File: config.mk
export PLATFORM = sky130hd
export DESIGN_NAME = class_hvec_seq
export DESIGN_NICKNAME = d
export VERILOG_FILES = /design/src/rtl/class_hvec_seq.sv
export SDC_FILE = /design/constraint.sdc
export NUM_CORES = 1
export LEC_CHECK = 0
export CORE_MARGIN = 1.5
export CORE_UTILIZATION = 39
export DETAILED_ROUTE_END_ITERATION = 16
export GPL_TIMING_DRIVEN = 0
export PLACE_DENSITY = 0.77
export SLEW_MARGIN = 5
export SYNTH_ARGS = -nofsm -noshare
export SYNTH_HDL_FRONTEND = slang
export SYNTH_SLANG_ARGS = --single-unit
export TNS_END_PERCENT = 50
File: constraint.sdc
create_clock -name clk -period 1.9 [get_ports clk]
set_input_delay 0.38 -clock clk [delete_from_list [all_inputs] [get_ports clk]]
set_output_delay 0.38 -clock clk [all_outputs]
set_load 0.01 [all_outputs]
File: src/rtl/class_hvec_seq.sv
// class_hvec_seq: sweeps every enabled class and each of its frames, addressing the
// combinational class hypervector ROM and streaming each returned chunk downstream.
// Ports: clk/rst_n (async active-low); start/abort/cfg_class_mask control a sweep;
// busy/done report status; rom_frame_id/rom_frame_index address the ROM and rom_data
// returns the chunk; m_valid/m_ready/m_data plus the m_* tags form the output stream.
module class_hvec_seq #(
  parameter int DI_PARALLEL_W_BITS = 64,
  parameter int N_CLASSES          = 8,
  parameter int N_FRAMES           = 3,
  parameter int CLASS_ID_W         = 3,
  parameter int FRAME_IDX_W        = 2
) (
  input  logic                          clk,
  input  logic                          rst_n,
  input  logic                          start,
  input  logic                          abort,
  input  logic [N_CLASSES-1:0]          cfg_class_mask,
  output logic                          busy,
  output logic                          done,
  output logic [CLASS_ID_W-1:0]         rom_frame_id,
  output logic [FRAME_IDX_W-1:0]        rom_frame_index,
  input  logic [DI_PARALLEL_W_BITS-1:0] rom_data,
  output logic                          m_valid,
  input  logic                          m_ready,
  output logic [DI_PARALLEL_W_BITS-1:0] m_data,
  output logic [CLASS_ID_W-1:0]         m_class_id,
  output logic [FRAME_IDX_W-1:0]        m_frame_index,
  output logic                          m_last_frame,
  output logic                          m_last
);

  typedef enum logic [1:0] {IDLE, RUN, DRAIN} state_t;

  state_t                 state;
  logic [N_CLASSES-1:0]   mask;
  logic [CLASS_ID_W-1:0]  first_cls;   // lowest set bit of the incoming mask
  logic [CLASS_ID_W-1:0]  last_cls;    // highest set bit of the latched mask
  logic [CLASS_ID_W-1:0]  next_cls;    // next set bit above the current class
  logic                   frm_last;
  logic                   is_final;
  logic                   load;

  // The ROM address registers double as the sweep position (cls/frm).
  always_comb begin
    first_cls = '0;
    for (int i = N_CLASSES - 1; i >= 0; i--) begin
      if (cfg_class_mask[i]) first_cls = CLASS_ID_W'(i);
    end
    last_cls = '0;
    for (int i = 0; i < N_CLASSES; i++) begin
      if (mask[i]) last_cls = CLASS_ID_W'(i);
    end
    next_cls = rom_frame_id;
    for (int i = N_CLASSES - 1; i >= 0; i--) begin
      if (mask[i] && (i > int'(rom_frame_id))) next_cls = CLASS_ID_W'(i);
    end
  end

  assign frm_last     = (rom_frame_index == FRAME_IDX_W'(N_FRAMES - 1));
  assign is_final     = frm_last && (rom_frame_id == last_cls);
  // Output register can take a new chunk when empty or being drained this cycle.
  assign load         = !m_valid || m_ready;
  assign m_last_frame = (m_frame_index == FRAME_IDX_W'(N_FRAMES - 1));

  always_ff @(posedge clk or negedge rst_n) begin
    if (!rst_n) begin
      state           <= IDLE;
      mask            <= '0;
      busy            <= 1'b0;
      done            <= 1'b0;
      rom_frame_id    <= '0;
      rom_frame_index <= '0;
      m_valid         <= 1'b0;
      m_data          <= '0;
      m_class_id      <= '0;
      m_frame_index   <= '0;
      m_last          <= 1'b0;
    end else begin
      done <= 1'b0;
      if (abort) begin
        // Cancel drops any pending beat without a done pulse; abort beats start.
        state   <= IDLE;
        m_valid <= 1'b0;
        busy    <= 1'b0;
        m_last  <= 1'b0;
      end else begin
        case (state)
          IDLE: begin
            if (start) begin
              mask <= cfg_class_mask;
              if (cfg_class_mask == '0) begin
                done <= 1'b1;
              end else begin
                rom_frame_id    <= first_cls;
                rom_frame_index <= '0;
                busy            <= 1'b1;
                state           <= RUN;
              end
            end
          end
          RUN: begin
            if (load) begin
              m_data        <= rom_data;
              m_class_id    <= rom_frame_id;
              m_frame_index <= rom_frame_index;
              m_valid       <= 1'b1;
              m_last        <= is_final;
              if (is_final) begin
                // Address holds on the final element so it stays in range.
                state <= DRAIN;
              end else if (frm_last) begin
                rom_frame_index <= '0;
                rom_frame_id    <= next_cls;
              end else begin
                rom_frame_index <= rom_frame_index + 1'b1;
              end
            end
          end
          DRAIN: begin
            if (m_valid && m_ready) begin
              m_valid <= 1'b0;
              m_last  <= 1'b0;
              busy    <= 1'b0;
              done    <= 1'b1;
              state   <= IDLE;
            end
          end
          default: state <= IDLE;
        endcase
      end
    end
  end

endmodule

==> results by group, run 1 <==
GRT
  – GRT overflow: 0
  – GR Util met3: 0.06635
  – GRT Overall Usage: 0.1789
  – First-pass GRT wire length: 14420 microns
  – Global-route met1 utilization: 0.2108
  – Largest net degree at the start of global routing: 53
  – Vias in the first global route: 2951
  – Initial antenna violation count: 0
  – Met2 Use GR: 0.2975
  – Gr busiest metal: met2

Worst setup path
  – Crit path max fanout: 4
  – Critical path arrival: 2160 ps
  – Worst setup path class: in -> reg
  – Crit path capture type: register
  – Startpoint types: input pin
  – WP data required: 2140 ps

Logic synthesis
  – Post-synthesis simple-gate area fraction: 0.09201
  – Largest family of logic cells by synthesized area: multiplexers
  – Post-synth ARST share: 1.000
  – Synth Register Bits: 87
  – Primary FF master, synth: dfrtp_1
  – Synthesized cell area: 0.003821 sq mm
  – Yosys cell types: 45
  – Yosys top cell area share: 0.5697
  – Yosys warns: 0
  – Leading area contributor after synthesis: dfrtp_1
  – Mean Syn Cell Area: 13.65 sq um
  – Net count after synthesis: 357
  – Mux cell area share after synthesis: 0.2315
  – Register area share after synthesis: 0.5697
  – Number of enable-type register cells in the synthesized netlist: 0
  – Synth top area cells: dfrtp_1 (57%), mux2_2 (22%), nor2_1 (1.5%), nand2_1 (1.3%), buf_6 (1.2%)
  – Synth Instances: 280
  – Adder-cell share of the synthesized area: 0
  – Xor-xnor portion of the synthesized cell area: 0.004584
  – Compound-Gate Fraction of Synth Area: 0.06418

Place
  – DP Worst Slack: -688.1 ps
  – Detailed placement HPWL: 6835 microns
  – I/O Buffers: 154
  – Placed Area: 0.005549 sq mm
  – Inst Count DP: 564
  – Routability-driven placement congestion ratio: 0.8471

Layout
  – Fin area: 0.005833 sq mm
  – Commonest non-fill, non-tap cell in the layout: clkdlybuf4s50_1
  – Post-layout nets: 529
  – Layout cells sized above 1: 0.2976
  – Diodes inserted: 0
  – Finished Layout Cells: 586
  – Area grow syn2layout: 52.65%
  – Commonest cells after routing, fill and taps aside: clkdlybuf4s50_1 (151), dfrtp_1 (87), mux2_2 (75)
  – Filler instances: 787

Run status
  – Status: finished with violations
  – Failing checks: setup timing

STA
  – Worst Tran Pin Value: 607.4 ps
  – Hold Fails Final Rpt: 0
  – Final Skew: 5.868 ps
  – Part of the cycle the worst path needs: 1.010
  – Slew Limit Fails: 0
  – Fmax: 521.3 MHz
  – Tmin final: 1918 ps
  – Max_slew headroom: 0.5929
  – Final worst slack: -18.13 ps
  – Final setup violation count: 2
  – Setup TNS: -33.04 ps
  – Unrepaired setup endpoints after global routing: yes

Drt
  – DRT antenna net count: 0
  – Final WL: 9225 microns
  – Via density: 4.968
  – Initial DRT Pass Iterations: 4
  – 1st-iter DRT viols: 103
  – Vias: 2911
  – DRC Markers: 0
  – WL/cell: 15.74 microns

Min path
  – HP Class: in -> reg

Floorplan
  – Die H: 102.0 microns
  – Initial Utilization: 0.4077
  – Std cell rows: 35
  – Core Region: 0.009371 sq mm
  – Num ports: 156
  – Die X: 102.0 microns
  – Die ar.: 0.01040 sq mm

Job
  – Max Cap Violations: 0

Pwr
  – P_sw: 1.742 mW
  – Power share of the combinational group: 0.362
  – P_leak: 2.427 nW
  – Sw Ratio: 0.3007
  – Reg power frac: 0.429
  – Clock group share of total power: 0.209
  – Total power: 5.795 mW
  – Power Internal: 4.052 mW
  – Power Dens Cells: 993.4 mW/mm^2
  – VDD IR max: 0.5505 mV

Clocking
  – Clk sinks: 87
  – H-tree Lvls: 3
  – Clock latency on the worst-skew pair: 350 ps
  – Root Driver: clkbuf_8
  – CTS Buf Count: 9
  – CTS tree: done
  – Clock-pin slew on the worst setup and hold paths: 90 ps
  – CTS Buffer Depth: 2
[worst max-delay path: stages]
cell and delay, ps:
clkdlybuf4s50_1 550, nand2b_1 190, nand2_1 110, a2111oi_4 360
and3_4 280, mux2_4 300
[flip-flops by register name (all words and copies together) (netlist names)]
signal,flops
busy,1
done,1
m_class_id,3
m_data,64
m_frame_index,2
m_last,1
m_valid,1
mask,7
rom_frame_id,3
rom_frame_index,2
state,2
[routing by layer]
metal / vias up / part of all wire
li1: 1332 / -
met1: 1443 / 0.39
met2: 117 / 0.50
met3: 19 / 0.089
met4: 0 / 0.022
met5: - / 0
[kinds of logic (layout without fill, tap and decap cells)]
family	Yosys count	after routing
mux	78	78
simple gates	60	60
buf+inv	22	199
compound gates	31	31
flops	87	87
xor+xnor	2	2
[power by group through the flow]
stage                     clock network (mW)  registers [mW]  logic (mW)
final                                   1.21            2.48        2.10
after detailed placement                   0            2.52        2.08
after CTS                               1.26            2.49        2.10
after floorplan                            0            2.68       0.761
after global placement                     0            2.50        2.04
after global routing                    1.32            2.54        2.24
[cell type report]
| class | instances | area (sq um) | share of cell area |
|---|---|---|---|
| buffer | 15 | 145.1 | 0.02488 |
| multi-input combinational | 171 | 1519 | 0.2604 |
| tap | 129 | 161.4 | 0.02767 |
| inverter | 7 | 26.28 | 0.004505 |
| sequential | 87 | 2177 | 0.3732 |
| clock inverter | 7 | 56.30 | 0.009653 |
| clock buffer | 9 | 123.9 | 0.02124 |
| timing repair buffer | 161 | 1624 | 0.2784 |
[metrics by stage]
| step | hold WS [ps] | utilization |
|---|---|---|
| 5_1_grt | 258.5 | 0.6224 |
| 3_5_place_dp | 383.3 | 0.5921 |
| 2_1_floorplan | 84.41 | - |
| 6_report | 266.3 | 0.6224 |
| 4_1_cts | 245.8 | 0.6154 |
| 3_3_place_gp | 488.9 | 0.5895 |
[synth_stat cells, drive strengths merged (2+ instances only)]
master,count
a21oi,8
nor2,15
o21ai,4
clkbuf,3
o22ai,2
inv,7
o311a,2
buf,12
or4,3
xnor2,2
nand2b,7
and3,2
a31oi,3
and2b,2
nor4,4
mux2,77
nand2,13
nor3,5
nor2b,3
dfrtp,87
or2b,3
o2bb2ai,2
a31o,2
[timing repair]
action	CTS	global route
buffers inserted	1	4
endpoints found under the hold margin	20	0
endpoints found under the setup margin	73	71
gates resized for setup	9	12
hold buffers	1	0
pin swaps	2	3
[path summary, 6_finish.rpt]
kind / slack [ps] / cells past startpoint / start / endpoint
worst max-delay path: -20 / 6 / m_ready / rom_frame_id[2]
worst min-delay path: 270 / 2 / abort / done
worst max register to register: -10 / 6 / state[1] / rom_frame_id[2]
worst min register to register: 510 / 1 / m_data[37] / m_data[37]
max in group asynchronous: 760 / 3 / rst_n / m_data[15]
min in group asynchronous: 520 / 2 / rst_n / mask[6]
No activity file was read; power rests on OpenSTA's default activity.
==> inputs of run 2 (changes only) <==
--- a/config.mk
+++ b/config.mk
@@ -5,6 +5,7 @@
 export SDC_FILE = /design/constraint.sdc
 export NUM_CORES = 1
 export LEC_CHECK = 0
+export CORE_ASPECT_RATIO = 1.1
 export CORE_MARGIN = 1.5
 export CORE_UTILIZATION = 39
 export DETAILED_ROUTE_END_ITERATION = 16
==> results by group, run 2 (same netlist as run 1, synthesis figures left out) <==
Worst setup path
  – Reg2Reg Capture Point: rom_frame_id[2]
  – Crit path capture type: register
  – Delay-heaviest family, CP: simple AND/OR/NAND/NOR gates
  – Worst path cell trace: buf_6, nand2b_4, a31o_4, or4_4, and3_4, mux2_4
  – WP buf/inv: 1 (unchanged)
  – Crit Reg-Reg Startpoint: state[1]
  – WP data required: 2140 ps (about the same)
  – Startpoint types: register
  – Cell count of the worst reg-to-reg path: 6 (unchanged)
  – Worst setup path class: reg -> reg
  – Crit path max fanout: 6 (+2)
  – Critical path arrival: 2150 ps (about the same)
  – Crit-path max cell delay: 420 ps (-130 ps)
  – FF-to-FF setup slack: -10 ps (about the same)
  – Crit path launch: state[1]
  – Slowest library cell on the worst path: or4_4

Drt
  – 1st-iter DRT viols: 80 (-22%)
  – DRC Markers: 0 (unchanged)
  – DRT antenna net count: 0 (unchanged)
  – Vias: 2864 (-1.6%)
  – Initial DRT Pass Iterations: 4 (unchanged)
  – WL/cell: 15.94 microns (+1.2%)
  – Via density: 4.998 (+0.62%)
  – Final WL: 9132 microns (-1.0%)

Pwr
  – Reg power frac: 0.408 (-0.021)
  – Power share of the combinational group: 0.343 (-0.019)
  – VDD IR max: 0.5657 mV (+2.8%)
  – Clock group share of total power: 0.249 (+0.040)
  – P_sw: 1.679 mW (-3.6%)
  – Power Dens Cells: 1038 mW/mm^2 (+4.5%)
  – P_leak: 2.470 nW (+1.8%)
  – Power Internal: 4.442 mW (+9.6%)
  – Sw Ratio: 0.2743 (-0.02638)
  – Total power: 6.121 mW (+5.6%)

Clocking
  – H-tree Lvls: 3 (unchanged)
  – CTS Buf Count: 9 (unchanged)
  – Clock latency on the worst-skew pair: 360 ps (about the same)
  – Clk sinks: 87 (unchanged)
  – CTS tree: done
  – CTS Buffer Depth: 2 (unchanged)
  – Root Driver: clkbuf_8
  – Clock-pin slew on the worst setup and hold paths: 90 ps (about the same)

Layout
  – Commonest non-fill, non-tap cell in the layout: clkdlybuf4s50_1
  – Max reg flops: 64 (unchanged)
  – Area grow syn2layout: 54.32%
  – Post-layout nets: 528 (-0.19%)
  – Diodes inserted: 0 (unchanged)
  – Largest Register: m_data
  – Top flop regs: m_data: 64 flops, mask: 7 flops
  – Finished Layout Cells: 573 (-2.2%)
  – Layout cells sized above 1: 0.2961 (-0.001540)
  – Commonest cells after routing, fill and taps aside: clkdlybuf4s50_1 (150), dfrtp_1 (87), mux2_2 (75)
  – Fin util: 0.6244 (+0.001974)

GRT
  – Vias in the first global route: 3066 (+3.9%)
  – Largest net degree at the start of global routing: 52 (-1.9%)
  – Met2 Use GR: 0.3031 (+0.005572)
  – GRT Overall Usage: 0.1824 (+0.003574)
  – First-pass GRT wire length: 15050 microns (+4.3%)
  – GRT overflow: 0 (unchanged)
  – Initial antenna violation count: 0 (unchanged)
  – Gr busiest metal: met2
  – GR Util met3: 0.05802 (-0.008329)
  – Global-route met1 utilization: 0.2229 (+0.01206)

STA
  – Hold Fails Final Rpt: 0 (unchanged)
  – Tmin final: 1914 ps (-4.020 ps)
  – Fmax: 522.4 MHz (+0.21%)
  – Unrepaired setup endpoints after global routing: yes
  – Final setup violation count: 2 (unchanged)
  – Final Skew: 12.59 ps (+6.726 ps)
  – Worst Tran Pin Value: 636.9 ps (+29.48 ps)
  – Setup TNS: -23.18 ps (+9.865 ps)
  – Part of the cycle the worst path needs: 1.007 (-0.002116)
  – Max_slew headroom: 0.5731 (-0.01976)
  – Slew Limit Fails: 0 (unchanged)
  – Final worst slack: -14.11 ps (+4.020 ps)

Floorplan
  – Num ports: 156 (unchanged)
  – Die ar.: 0.01040 sq mm (about the same)
  – Initial Utilization: 0.4046 (-0.003133)
  – Die X: 97.38 microns (-4.5%)
  – Std cell rows: 37 (+5.7%)
  – Die H: 106.8 microns (+4.7%)
  – Core Region: 0.009444 sq mm (+0.77%)

Run status
  – Failing checks: setup timing
  – Status: finished with violations

Place
  – I/O Buffers: 154 (unchanged)
  – Routability-driven placement congestion ratio: 0.8743 (+3.2%)
  – Detailed placement HPWL: 6684 microns (-2.2%)
  – Inst Count DP: 552 (-2.1%)

Min path
  – Hold Path Stages: 2 (unchanged)
  – HP Start: abort
  – HP Class: in -> reg
  – Hold Path End: done

Job
  – Max Cap Violations: 0 (unchanged)
==> run 2: power by group through the flow <==
stage	Sequential, mW	Combinational, mW	Clock [mW]
finish	2.50	2.10	1.53
global route	2.56	2.25	1.65
CTS	2.49	2.11	1.57
detailed placement	2.52	2.08	0
global placement	2.50	2.04	0
floorplan	2.68	0.761	0
==> run 2: what timing repair did <==
action | CTS | global route
endpoints found under the hold margin | 32 | 0
hold buffers | 1 | 0
resized for setup | 11 | 12
pin swaps | 1 | 4
setup buffers | 1 | 4
endpoints found under the setup margin | 73 | 55
==> run 2: worst max path at each step <==
| stage | to | slack, ps | depth (start not counted) |
|---|---|---|---|
| finish | rom_frame_id[2] | -10 | 6 |
| global route | rom_frame_id[2] | -40 | 6 |
| CTS | rom_frame_id[2] | -10 | 6 |
| detailed placement | m_data[57] | -740 | 6 |
| global placement | m_data[40] | -2710 | 1 |
| floorplan | rom_frame_id[1] | 80 | 6 |
==> run 2: metal layers <==
| layer | vias up | wire (microns) |
|---|---|---|
| met2 | 99 | 4713 |
| met1 | 1421 | 3596 |
| met4 | 0 | 131 |
| met5 | - | 0 |
| li1 | 1334 | - |
| met3 | 10 | 690 |
==> run 2: layout make-up <==
type                    count  area [sq um]
multi-input cells         171          1540
clock inverters             6         108.9
fillers                   754          3547
well taps                 117         146.4
inverters                   7         26.28
repair buffers            161          1630
flip-flops and latches     87          2177
plain buffers              14         140.1
clock buffers              10         127.6
==> run 2: stage by stage <==
step / instance area (sq um) / worst slack (ps) / hold WS (ps)
final: 5897 / -14.11 / 252.1
after global routing: 5897 / -44.06 / 239.5
after CTS: 5829 / -12.44 / 236.3
after detailed placement: 5534 / -744.3 / 383.5
after global placement: 5509 / -2711 / 488.0
after floorplan: 3821 / 78.71 / 84.41
